File: config.mk
export PLATFORM = sky130hd
export DESIGN_NAME = dip_pixel_pipe_flat
export DESIGN_NICKNAME = d
export VERILOG_FILES = /design/src/rtl/dip_pkg.sv /design/src/rtl/dip_pixel_pipe_if.sv /design/src/rtl/dip_pixel_alu.sv /design/src/rtl/dip_pixel_pipe.sv /design/src/flat_wrapper.sv
export SDC_FILE = /design/constraint.sdc
export NUM_CORES = 1
export LEC_CHECK = 0
export ABC_AREA = 1
export BUFFER_PORTS_ARGS = -buffer_cell sky130_fd_sc_hd__buf_2
export CAP_MARGIN = 20
export CORE_UTILIZATION = 45
export DETAILED_ROUTE_END_ITERATION = 8
export GPL_TIMING_DRIVEN = 1
export SLEW_MARGIN = 20
export SYNTH_ARGS = -nofsm -noshare
export SYNTH_HDL_FRONTEND = slang
export SYNTH_SLANG_ARGS = --single-unit
File: constraint.sdc
create_clock -name clka -period 3.2 [get_ports clka]
set_clock_uncertainty 0.05 [all_clocks]
set_input_delay 0.64 -clock clka [delete_from_list [all_inputs] [get_ports clka]]
set_output_delay 0.64 -clock clka [all_outputs]
set_load 0.03 [all_outputs]
File: src/rtl/dip_pkg.sv
// Shared types and constants for the pixel pipeline: op-codes, controller
// states and the BT.601-style luma weights (which sum to 256).
package dip_pkg;

  typedef enum logic [2:0] {
    OP_BRIGHT_UP = 3'd0,
    OP_BRIGHT_DN = 3'd1,
    OP_GRAY      = 3'd2,
    OP_CH0_ONLY  = 3'd3,
    OP_CH1_ONLY  = 3'd4,
    OP_CH2_ONLY  = 3'd5,
    OP_THRESH    = 3'd6,
    OP_INVERT    = 3'd7
  } op_e;

  typedef enum logic [1:0] {
    ST_IDLE  = 2'd0,
    ST_RUN   = 2'd1,
    ST_DRAIN = 2'd2
  } state_e;

  localparam int unsigned LUMA_W0 = 77;
  localparam int unsigned LUMA_W1 = 150;
  localparam int unsigned LUMA_W2 = 29;

endpackage

File: src/rtl/dip_pixel_pipe_if.sv
// Pixel stream handshakes of the pipe: input stream in, processed stream out.
// The slave modport is the pipe's view, the master modport is the environment's.
interface dip_pixel_pipe_if #(
  parameter int W = 24
);
  logic         in_valid;
  logic         in_ready;
  logic [W-1:0] in_data;
  logic         out_valid;
  logic         out_ready;
  logic [W-1:0] out_data;
  logic         out_last;

  modport master (
    output in_valid, in_data, out_ready,
    input  in_ready, out_valid, out_data, out_last
  );

  modport slave (
    input  in_valid, in_data, out_ready,
    output in_ready, out_valid, out_data, out_last
  );
endinterface

File: src/rtl/dip_pixel_alu.sv
// Combinational per-pixel operation; channel 0 sits in the most significant
// bits. The luma value arrives precomputed from the previous stage.
module dip_pixel_alu
  import dip_pkg::*;
#(
  parameter int CW  = 8,
  parameter int NCH = 3
) (
  input  op_e               op,
  input  logic [CW-1:0]     value,
  input  logic [NCH*CW-1:0] pix,
  input  logic [CW-1:0]     gray,
  output logic [NCH*CW-1:0] res
);
  localparam logic [CW-1:0] MAXV = '1;

  logic [CW-1:0] c;
  logic [CW-1:0] o;
  logic [CW:0]   sum;

  always_comb begin
    res = '0;
    c   = '0;
    o   = '0;
    sum = '0;
    for (int k = 0; k < NCH; k++) begin
      c   = pix[(NCH-1-k)*CW +: CW];
      sum = {1'b0, c} + {1'b0, value};
      case (op)
        OP_BRIGHT_UP: o = sum[CW] ? MAXV : sum[CW-1:0];
        OP_BRIGHT_DN: o = (c > value) ? (c - value) : '0;
        OP_GRAY:      o = gray;
        OP_CH0_ONLY:  o = (k == 0) ? c : '0;
        OP_CH1_ONLY:  o = (k == 1) ? c : '0;
        OP_CH2_ONLY:  o = (k == 2) ? c : '0;
        OP_THRESH:    o = (gray >= value) ? MAXV : '0;
        OP_INVERT:    o = MAXV - c;
        default:      o = '0;
      endcase
      res[(NCH-1-k)*CW +: CW] = o;
    end
  end
endmodule

File: src/rtl/dip_pixel_pipe.sv
// Framed pixel processor: stage 1 captures the pixel and its luma, stage 2
// writes the operation result into an output FIFO; IDLE/RUN/DRAIN controller.
module dip_pixel_pipe
  import dip_pkg::*;
#(
  parameter int CW    = 8,
  parameter int NCH   = 3,
  parameter int DEPTH = 4,
  parameter int PCW   = 18
) (
  input  logic            clka,
  input  logic            reset_n,
  input  logic            start,
  input  logic            abort,
  input  logic [2:0]      op,
  input  logic [CW-1:0]   value,
  input  logic [PCW-1:0]  frame_len,
  dip_pixel_pipe_if.slave bus,
  output logic            busy,
  output logic            frame_done
);
  localparam int W   = NCH * CW;
  localparam int AW  = $clog2(DEPTH);
  localparam int CNW = AW + 1;

  state_e         state;
  op_e            op_q;
  logic [CW-1:0]  value_q;
  logic [PCW-1:0] len_q;
  logic [PCW-1:0] acc_cnt;
  logic           zlen_q;

  logic           s1_valid;
  logic           s1_last;
  logic [W-1:0]   s1_data;
  logic [CW-1:0]  s1_gray;
  logic [W-1:0]   alu_res;

  logic [W-1:0]   mem_data [DEPTH];
  logic           mem_last [DEPTH];
  logic [AW-1:0]  wr_ptr;
  logic [AW-1:0]  rd_ptr;
  logic [CNW-1:0] count;
  logic [CNW-1:0] occ;

  logic [CW-1:0]  ch [3];
  logic [CW+7:0]  luma;
  logic           accept;
  logic           pop;
  logic           head_last;
  logic           is_last_in;

  // Missing channels (NCH < 3) contribute zero to the luma sum.
  for (genvar k = 0; k < 3; k++) begin : g_ch
    if (k < NCH) begin : g_on
      assign ch[k] = bus.in_data[(NCH-1-k)*CW +: CW];
    end else begin : g_off
      assign ch[k] = '0;
    end
  end

  assign luma = (CW+8)'(LUMA_W0) * {8'd0, ch[0]}
              + (CW+8)'(LUMA_W1) * {8'd0, ch[1]}
              + (CW+8)'(LUMA_W2) * {8'd0, ch[2]};

  // Credit check counts the stage-1 pixel so the FIFO can never overflow.
  assign occ          = count + CNW'(s1_valid);
  assign bus.in_ready = (state == ST_RUN) && !abort && (occ < CNW'(DEPTH));
  assign accept       = bus.in_valid && bus.in_ready;
  assign bus.out_valid = (count != '0);
  assign pop          = bus.out_valid && bus.out_ready;
  assign head_last    = mem_last[rd_ptr];
  assign bus.out_data = mem_data[rd_ptr];
  assign bus.out_last = bus.out_valid && head_last;
  assign is_last_in   = (acc_cnt == len_q - PCW'(1));
  assign busy         = (state != ST_IDLE);
  assign frame_done   = !abort && (zlen_q || ((state == ST_DRAIN) && pop && head_last));

  dip_pixel_alu #(.CW(CW), .NCH(NCH)) u_alu (
    .op    (op_q),
    .value (value_q),
    .pix   (s1_data),
    .gray  (s1_gray),
    .res   (alu_res)
  );

  always_ff @(posedge clka or negedge reset_n) begin
    if (!reset_n) begin
      state   <= ST_IDLE;
      op_q    <= OP_BRIGHT_UP;
      value_q <= '0;
      len_q   <= '0;
      acc_cnt <= '0;
      zlen_q  <= 1'b0;
    end else if (abort) begin
      state   <= ST_IDLE;
      acc_cnt <= '0;
      zlen_q  <= 1'b0;
    end else begin
      zlen_q <= 1'b0;
      case (state)
        ST_IDLE: begin
          if (start) begin
            op_q    <= op_e'(op);
            value_q <= value;
            len_q   <= frame_len;
            acc_cnt <= '0;
            if (frame_len == '0) begin
              zlen_q <= 1'b1;
            end else begin
              state <= ST_RUN;
            end
          end
        end
        ST_RUN: begin
          if (accept) begin
            acc_cnt <= acc_cnt + PCW'(1);
            if (is_last_in) begin
              state <= ST_DRAIN;
            end
          end
        end
        ST_DRAIN: begin
          if (pop && head_last) begin
            state <= ST_IDLE;
          end
        end
        default: state <= ST_IDLE;
      endcase
    end
  end

  always_ff @(posedge clka or negedge reset_n) begin
    if (!reset_n) begin
      s1_valid <= 1'b0;
      s1_last  <= 1'b0;
      s1_data  <= '0;
      s1_gray  <= '0;
      wr_ptr   <= '0;
      rd_ptr   <= '0;
      count    <= '0;
      for (int i = 0; i < DEPTH; i++) begin
        mem_data[i] <= '0;
        mem_last[i] <= 1'b0;
      end
    end else if (abort) begin
      s1_valid <= 1'b0;
      wr_ptr   <= '0;
      rd_ptr   <= '0;
      count    <= '0;
    end else begin
      s1_valid <= accept;
      if (accept) begin
        s1_data <= bus.in_data;
        s1_gray <= luma[CW+7:8];
        s1_last <= is_last_in;
      end
      if (s1_valid) begin
        mem_data[wr_ptr] <= alu_res;
        mem_last[wr_ptr] <= s1_last;
        wr_ptr           <= wr_ptr + AW'(1);
      end
      if (pop) begin
        rd_ptr <= rd_ptr + AW'(1);
      end
      case ({s1_valid, pop})
        2'b10:   count <= count + CNW'(1);
        2'b01:   count <= count - CNW'(1);
        default: count <= count;
      endcase
    end
  end
endmodule

File: src/flat_wrapper.sv
// flat-port wrapper written by rule: the top's interface ports become plain ports
module dip_pixel_pipe_flat import dip_pkg::*;
#(
  parameter int CW    = 8,
  parameter int NCH   = 3,
  parameter int DEPTH = 4,
  parameter int PCW   = 18
)
  (clka, reset_n, start, abort, op, value, frame_len, busy, frame_done, bus_in_valid, bus_in_data, bus_out_ready, bus_in_ready, bus_out_valid, bus_out_data, bus_out_last);
  dip_pixel_pipe_if #(.W(24)) bus_i ();
  input  logic clka;
  input  logic reset_n;
  input  logic start;
  input  logic abort;
  input  logic [2:0] op;
  input  logic [CW-1:0] value;
  input  logic [PCW-1:0] frame_len;
  output logic busy;
  output logic frame_done;
  input wire logic [$bits(bus_i.in_valid)-1:0] bus_in_valid;
  input wire logic [$bits(bus_i.in_data)-1:0] bus_in_data;
  input wire logic [$bits(bus_i.out_ready)-1:0] bus_out_ready;
  output wire logic [$bits(bus_i.in_ready)-1:0] bus_in_ready;
  output wire logic [$bits(bus_i.out_valid)-1:0] bus_out_valid;
  output wire logic [$bits(bus_i.out_data)-1:0] bus_out_data;
  output wire logic [$bits(bus_i.out_last)-1:0] bus_out_last;
  assign bus_i.in_valid = bus_in_valid;
  assign bus_i.in_data = bus_in_data;
  assign bus_i.out_ready = bus_out_ready;
  assign bus_in_ready = bus_i.in_ready;
  assign bus_out_valid = bus_i.out_valid;
  assign bus_out_data = bus_i.out_data;
  assign bus_out_last = bus_i.out_last;
  dip_pixel_pipe #(.CW(CW), .NCH(NCH), .DEPTH(DEPTH), .PCW(PCW)) u_core (.clka(clka), .reset_n(reset_n), .start(start), .abort(abort), .op(op), .value(value), .frame_len(frame_len), .bus(bus_i), .busy(busy), .frame_done(frame_done));
endmodule
Yosys cells after proc, flatten, opt, wreduce, memory -nomap -nowiden
Index checks and enable logic that the tools add are counted.
{"block": "totals", "ff_bits": 191}
{"block": "classes", "addsub": 18, "n_mul": 3, "order_cmp": 8, "eq_ne": 17, "n_mux": 44, "bitwise": 3, "n_reduce_logical": 29}
{"op": "case mux 8 bit (7 select lines)", "count": 3}
{"op": "bitwise mux 96 bit", "count": 1}
{"op": "two-way mux 24 bit", "count": 3}
{"op": "two-way mux 8 bit", "count": 7}
{"op": "two-way mux 18 bit", "count": 3}
{"op": "binary-select mux 24 bit (select 2 bit)", "count": 1}
{"op": "demux 24 bit (select 2 bit)", "count": 1}
{"op": "case mux 18 bit (2 select lines)", "count": 1}
{"op": "multiplier 7 x 8 -> 15 bit (first input constant)", "count": 2}
{"op": "adder 8 x 8 -> 9 bit", "count": 3}
{"op": "greater-than comparator 8 bit", "count": 3}
{"op": "subtractor 8 bit", "count": 3}
{"op": "subtractor 8 bit (first input constant)", "count": 3}
{"op": "two-way mux 2 bit", "count": 10}
{"op": "adder 18 x 1 -> 18 bit (second input constant)", "count": 1}
{"op": "equality test 18 bit", "count": 1}
{"op": "logical NOT 18 bit", "count": 1}
{"op": "subtractor 18 x 1 -> 18 bit (second input constant)", "count": 1}
{"op": "adder 15 x 16 -> 16 bit", "count": 1}
{"op": "adder 16 x 13 -> 16 bit", "count": 1}
{"op": "multiplier 5 x 8 -> 13 bit (first input constant)", "count": 1}
{"op": "equality test 3 bit (second input constant)", "count": 4}
{"op": "logical AND 1 bit", "count": 10}
{"op": "!= test 3 bit (second input constant)", "count": 3}
{"op": "32 further kinds", "count": 54}

Logic depth before layout (Yosys ltp)
{"block": "logic_depth", "ltp_word": 8, "mapped_depth": 28, "depth_no_buf": 28}

Modules after synthesis
From an unflattened synthesis, not the netlist that was laid out.
{"block": "unflattened", "cells_unflattened": 2132, "area_unflattened_um2": 15899.0}
{"mod": "dip_pixel_pipe", "n_inst": 1, "cells_per_inst": 1480, "area_per_inst_um2": 12316.8}
{"mod": "dip_pixel_alu", "n_inst": 1, "cells_per_inst": 652, "area_per_inst_um2": 3582.2}

Worst setup path after synthesis
Ideal clock, no wire load.
{"block": "synth_timing", "kind": "input to register", "from": "in bus_in_data[12]", "to": "reg u_core.s1_gray[3]", "setup_time_ns": 0.082, "arrival_time_ns": 6.113, "required_ns": 3.068, "setup_slack_ns": -3.045, "cell_stages": 25, "n_path_buf": 0, "cell_sequence": "ha_1 -> ha_1 -> inv_1 -> fa_1 -> fa_1 -> inv_1 -> ha_1 -> a21o_1 -> a31oi_1 -> xor2_1 -> inv_1 -> ha_1 -> fa_1 -> inv_1 -> fa_1 -> fa_1 -> inv_1 -> ha_1 -> nand2_1 -> nor2_1 -> inv_1 -> or3_1 -> nand2_1 -> nand2_1 -> a31oi_1"}
{"block": "synth_between", "elab_chain_len": 3}
{"element": "start: declaration", "line": "flat_wrapper.sv:21", "source": "input wire logic [$bits(bus_i.in_data)-1:0] bus_in_data;"}
{"element": "multiplier 7 x 8 -> 15 bit", "line": "dip_pixel_pipe.sv:63", "source": "+ (CW+8)'(LUMA_W1) * {8'd0, ch[1]}"}
{"element": "adder 15 x 16 -> 16 bit", "line": "dip_pixel_pipe.sv:63"}
{"element": "adder 16 x 13 -> 16 bit", "line": "dip_pixel_pipe.sv:64", "source": "+ (CW+8)'(LUMA_W2) * {8'd0, ch[2]};"}
{"element": "end signal: assignment", "line": "dip_pixel_pipe.sv:155", "source": "s1_gray <= luma[CW+7:8];"}
{"element": "end: declaration", "line": "dip_pixel_pipe.sv:36", "source": "logic [CW-1:0] s1_gray;"}
No other way between the ends.
A chain may end at the register's enable or synchronous reset.

Worst setup path after layout
Ends and elaborated chain as after synthesis.

==> impl_metrics.tcl <==
set metrics [dict create \
    status "complete, but fails checks" \
    violations "setup timing" \
    max_freq_ghz 0.1796 \
    area_growth_syn_to_layout_pct 15.10 \
    synthCells 2091 \
    cp-start-kind "input port" \
    slew_viol_final 0 \
    fp.dieH_um 188.2 \
    worst_hold_path_type "input port to asynchronous set/reset pin" \
    fp.dieArea_sq_um 35410 \
    syn_avg_cell_area_sq_um 7.460 \
    rrSetupSlack_ns 0.46 \
    setup_viol 8 \
    switching_share_pct 49.69 \
    overflow 0 \
    cts-root-buf "clkbuf_16" \
    firstDrtPassIters 5 \
    fin_crit_ns 5.567 \
    cts_tree "yes" \
    post-route-util_pct 53.14 \
    antenna_found_initial 3 \
    end_kind "register" \
    core_sq_um 33780 \
    cts_sinks 191 \
    io_buffers 87 \
    path_class "input port to register" \
    final_cell_mix "nand2_1 (541), inv_1 (249), nand3_1 (201), dfrtp_1 (191), nor2_1 (156)" \
    ios 88 \
    setup_slack_ns -2.367 \
    drv_cap 0 \
    worst_pin_slew_ns 0.7731 \
    die_w_um 188.2 \
    peakVddDrop_v 0.001181 \
    yosysSeqAreaShare_pct 30.64 \
    critPathArrivalTime_ns 5.89 \
    power_density_nw_per_um2 1139 \
    internal_power_mw 10.29 \
    yosys_warnings 0 \
    p_leak_nw 9.508 \
    timing.rr.end "u_core.mem_data[72]" \
    critPathRequiredTime_ns 3.52 \
    finalHoldViolCount 0 \
    rr_startpoint "u_core.value_q[5]" \
    drive_gt1_share_pct 13.37 \
    cts.clk_slew.worst_paths_ns 0.07 \
    vias 14370 \
    rsz0062_at_grt "yes" \
    reg2regPathDepth 10 \
    globalplace.congestion 0.9117 \
    p_seq_share_pct 17.5 \
    pwr-share-comb_pct 72.6 \
    synth_fp_nets 2358 \
    synth_edf_count 0 \
    grt_use_total_pct 26.43 \
    power_switching_mw 10.16 \
    wirelength_um 45310 \
    dpl.hpwl_um 34870 \
    grt_max_degree 83 \
    start_util_pct 46.17 \
    startpoint "bus_in_data[12]" \
    htreeDepth 4 \
    ys_ff_latch 191 \
    num_rows 67 \
    ant_nets 0 \
    finalCritPeriodShare_pct 174.0 \
    numCtsBuffers 17 \
    synth_cell_type_count 55 \
    vias_per_cell 5.319 \
    grt_pass1_vias 14100 \
    synthArstFlopShare_pct 100.0 \
    wl_per_cell_um 16.77 \
    netlist_area_sq_um 15600 \
    drt_iter0_markers 1084 \
    fillCellCount 3318 \
    critPathMaxFanout 3 \
    drc_errors 0 \
    final_common_cell "nand2_1" \
    slew_headroom_pct 48.18 \
    clk_latency_ns 0.45 \
    grt_pass1_wl_um 73820 \
    synth_ff_type "dfrtp_1" \
    cts_hold_buf 0 \
    clkPwrFrac_pct 9.9 \
    nets 2506 \
    fin_cells 2702 \
    dp.cells 2667 \
    cts.path.max_buffers 2 \
]
## routing by layer
metal,GRT usage [%],share of wire [%],up-vias
li1,-,-,7132
met1,36.31,47,6848
met2,43.93,47,351
met3,2.999,4.2,40
met4,7.442,2.0,0
met5,0,0,-
## cell usage after synthesis (all sizes together) (33+ instances only)
cell	instances	area, sq um
a21oi	121	624.3
clkbuf	37	138.9
dfrtp	191	4780
fa	62	1241
ha	146	1827
inv	265	999.7
nand2	554	2110
nand3	205	1041
nand4	33	206.5
nor2	168	670.6
o21ai	121	605.6
o22ai	38	237.7
## how the worst max path moves through the flow
stage / to
3_5_place_dp: u_core.s1_gray[7]
6_report: u_core.s1_gray[3]
2_1_floorplan: u_core.s1_gray[3]
3_3_place_gp: u_core.s1_gray[3]
5_1_grt: u_core.s1_gray[7]
4_1_cts: u_core.s1_gray[3]
## critical path, cell delays in order
cell	delay, ns
buf_6	0.10
ha_4	0.23
ha_4	0.26
inv_2	0.03
fa_1	0.44
fa_1	0.50
inv_2	0.05
ha_4	0.21
a21o_1	0.20
a31oi_1	0.17
xor2_1	0.16
inv_1	0.09
ha_4	0.24
fa_1	0.50
inv_2	0.05
fa_2	0.44
fa_1	0.50
inv_2	0.05
ha_4	0.28
nand2_4	0.05
nor2_2	0.08
inv_2	0.05
or3_4	0.32
nand2_1	0.06
nand2_1	0.04
a31oi_1	0.14
## area by class of cell
class                      instances  area [sq um]  area share, %
antenna                            3         7.507        0.04181
clock buffer                      21         450.4          2.509
clock inverter                    10         87.58         0.4878
inverter                         266          1003          5.589
multi-input combinational       1572          9796          54.56
sequential                       191          4780          26.62
tap                              448         560.5          3.122
timing repair buffer             191          1269          7.067
## what timing repair did
| action | CTS | global route |
|---|---|---|
| setup buffers | 0 | 1 |
| setup endpoints to repair | 8 | 8 |
| gates resized for setup | 15 | 10 |
| pin swaps | 7 | 3 |
| endpoints found under the hold margin | 0 | 0 |
## through the flow
stage | cell area, sq um | hold WS, ns | setup TNS (ns) | power (mW) | setup WS, ns
6_report | 17950 | 0.06297 | -17.94 | 20.44 | -2.367
2_1_floorplan | 15780 | 0.2944 | -18.54 | 13.26 | -2.591
5_1_grt | 17950 | 0.07453 | -19.54 | 22.55 | -2.554
3_3_place_gp | 17310 | 0.4077 | -21.78 | 17.41 | -2.865
4_1_cts | 17910 | 0.06101 | -17.87 | 20.03 | -2.382
3_5_place_dp | 17310 | 0.4101 | -22.10 | 17.59 | -2.884
## power groups by stage
stage,Clock [mW],Sequential [mW],Combinational (mW)
6_report,2.03,3.57,14.8
5_1_grt,2.18,3.64,16.7
4_1_cts,2.09,3.56,14.4
3_5_place_dp,0,3.60,14.0
3_3_place_gp,0,3.59,13.8
2_1_floorplan,0,3.38,9.87
## kinds of logic (layout without fill, tap and decap cells)
group / count (synthesis) / in the layout / share of synthesized area (%)
simple gates: 998 / 998 / 27.31
buf+inv: 328 / 488 / 8.206
compound gates: 321 / 321 / 11.50
fa+ha+maj: 208 / 208 / 19.67
flops: 191 / 191 / 30.64
xor+xnor: 42 / 42 / 2.454
mux: 3 / 3 / 0.2166
other cells: 0 / 3 / 0
## flip-flops by register name (all words and copies together), names as in the netlist, 2 cells and up
| name | count |
|---|---|
| u_core.value_q | 8 |
| u_core.mem_last | 4 |
| u_core.rd_ptr | 2 |
| u_core.acc_cnt | 18 |
| u_core.op_q | 3 |
| u_core.len_q | 18 |
| u_core.wr_ptr | 2 |
| u_core.s1_data | 24 |
| u_core.state | 2 |
| u_core.s1_gray | 8 |
| u_core.count | 3 |
| u_core.mem_data | 96 |
No activity file was read; power rests on OpenSTA's default activity.
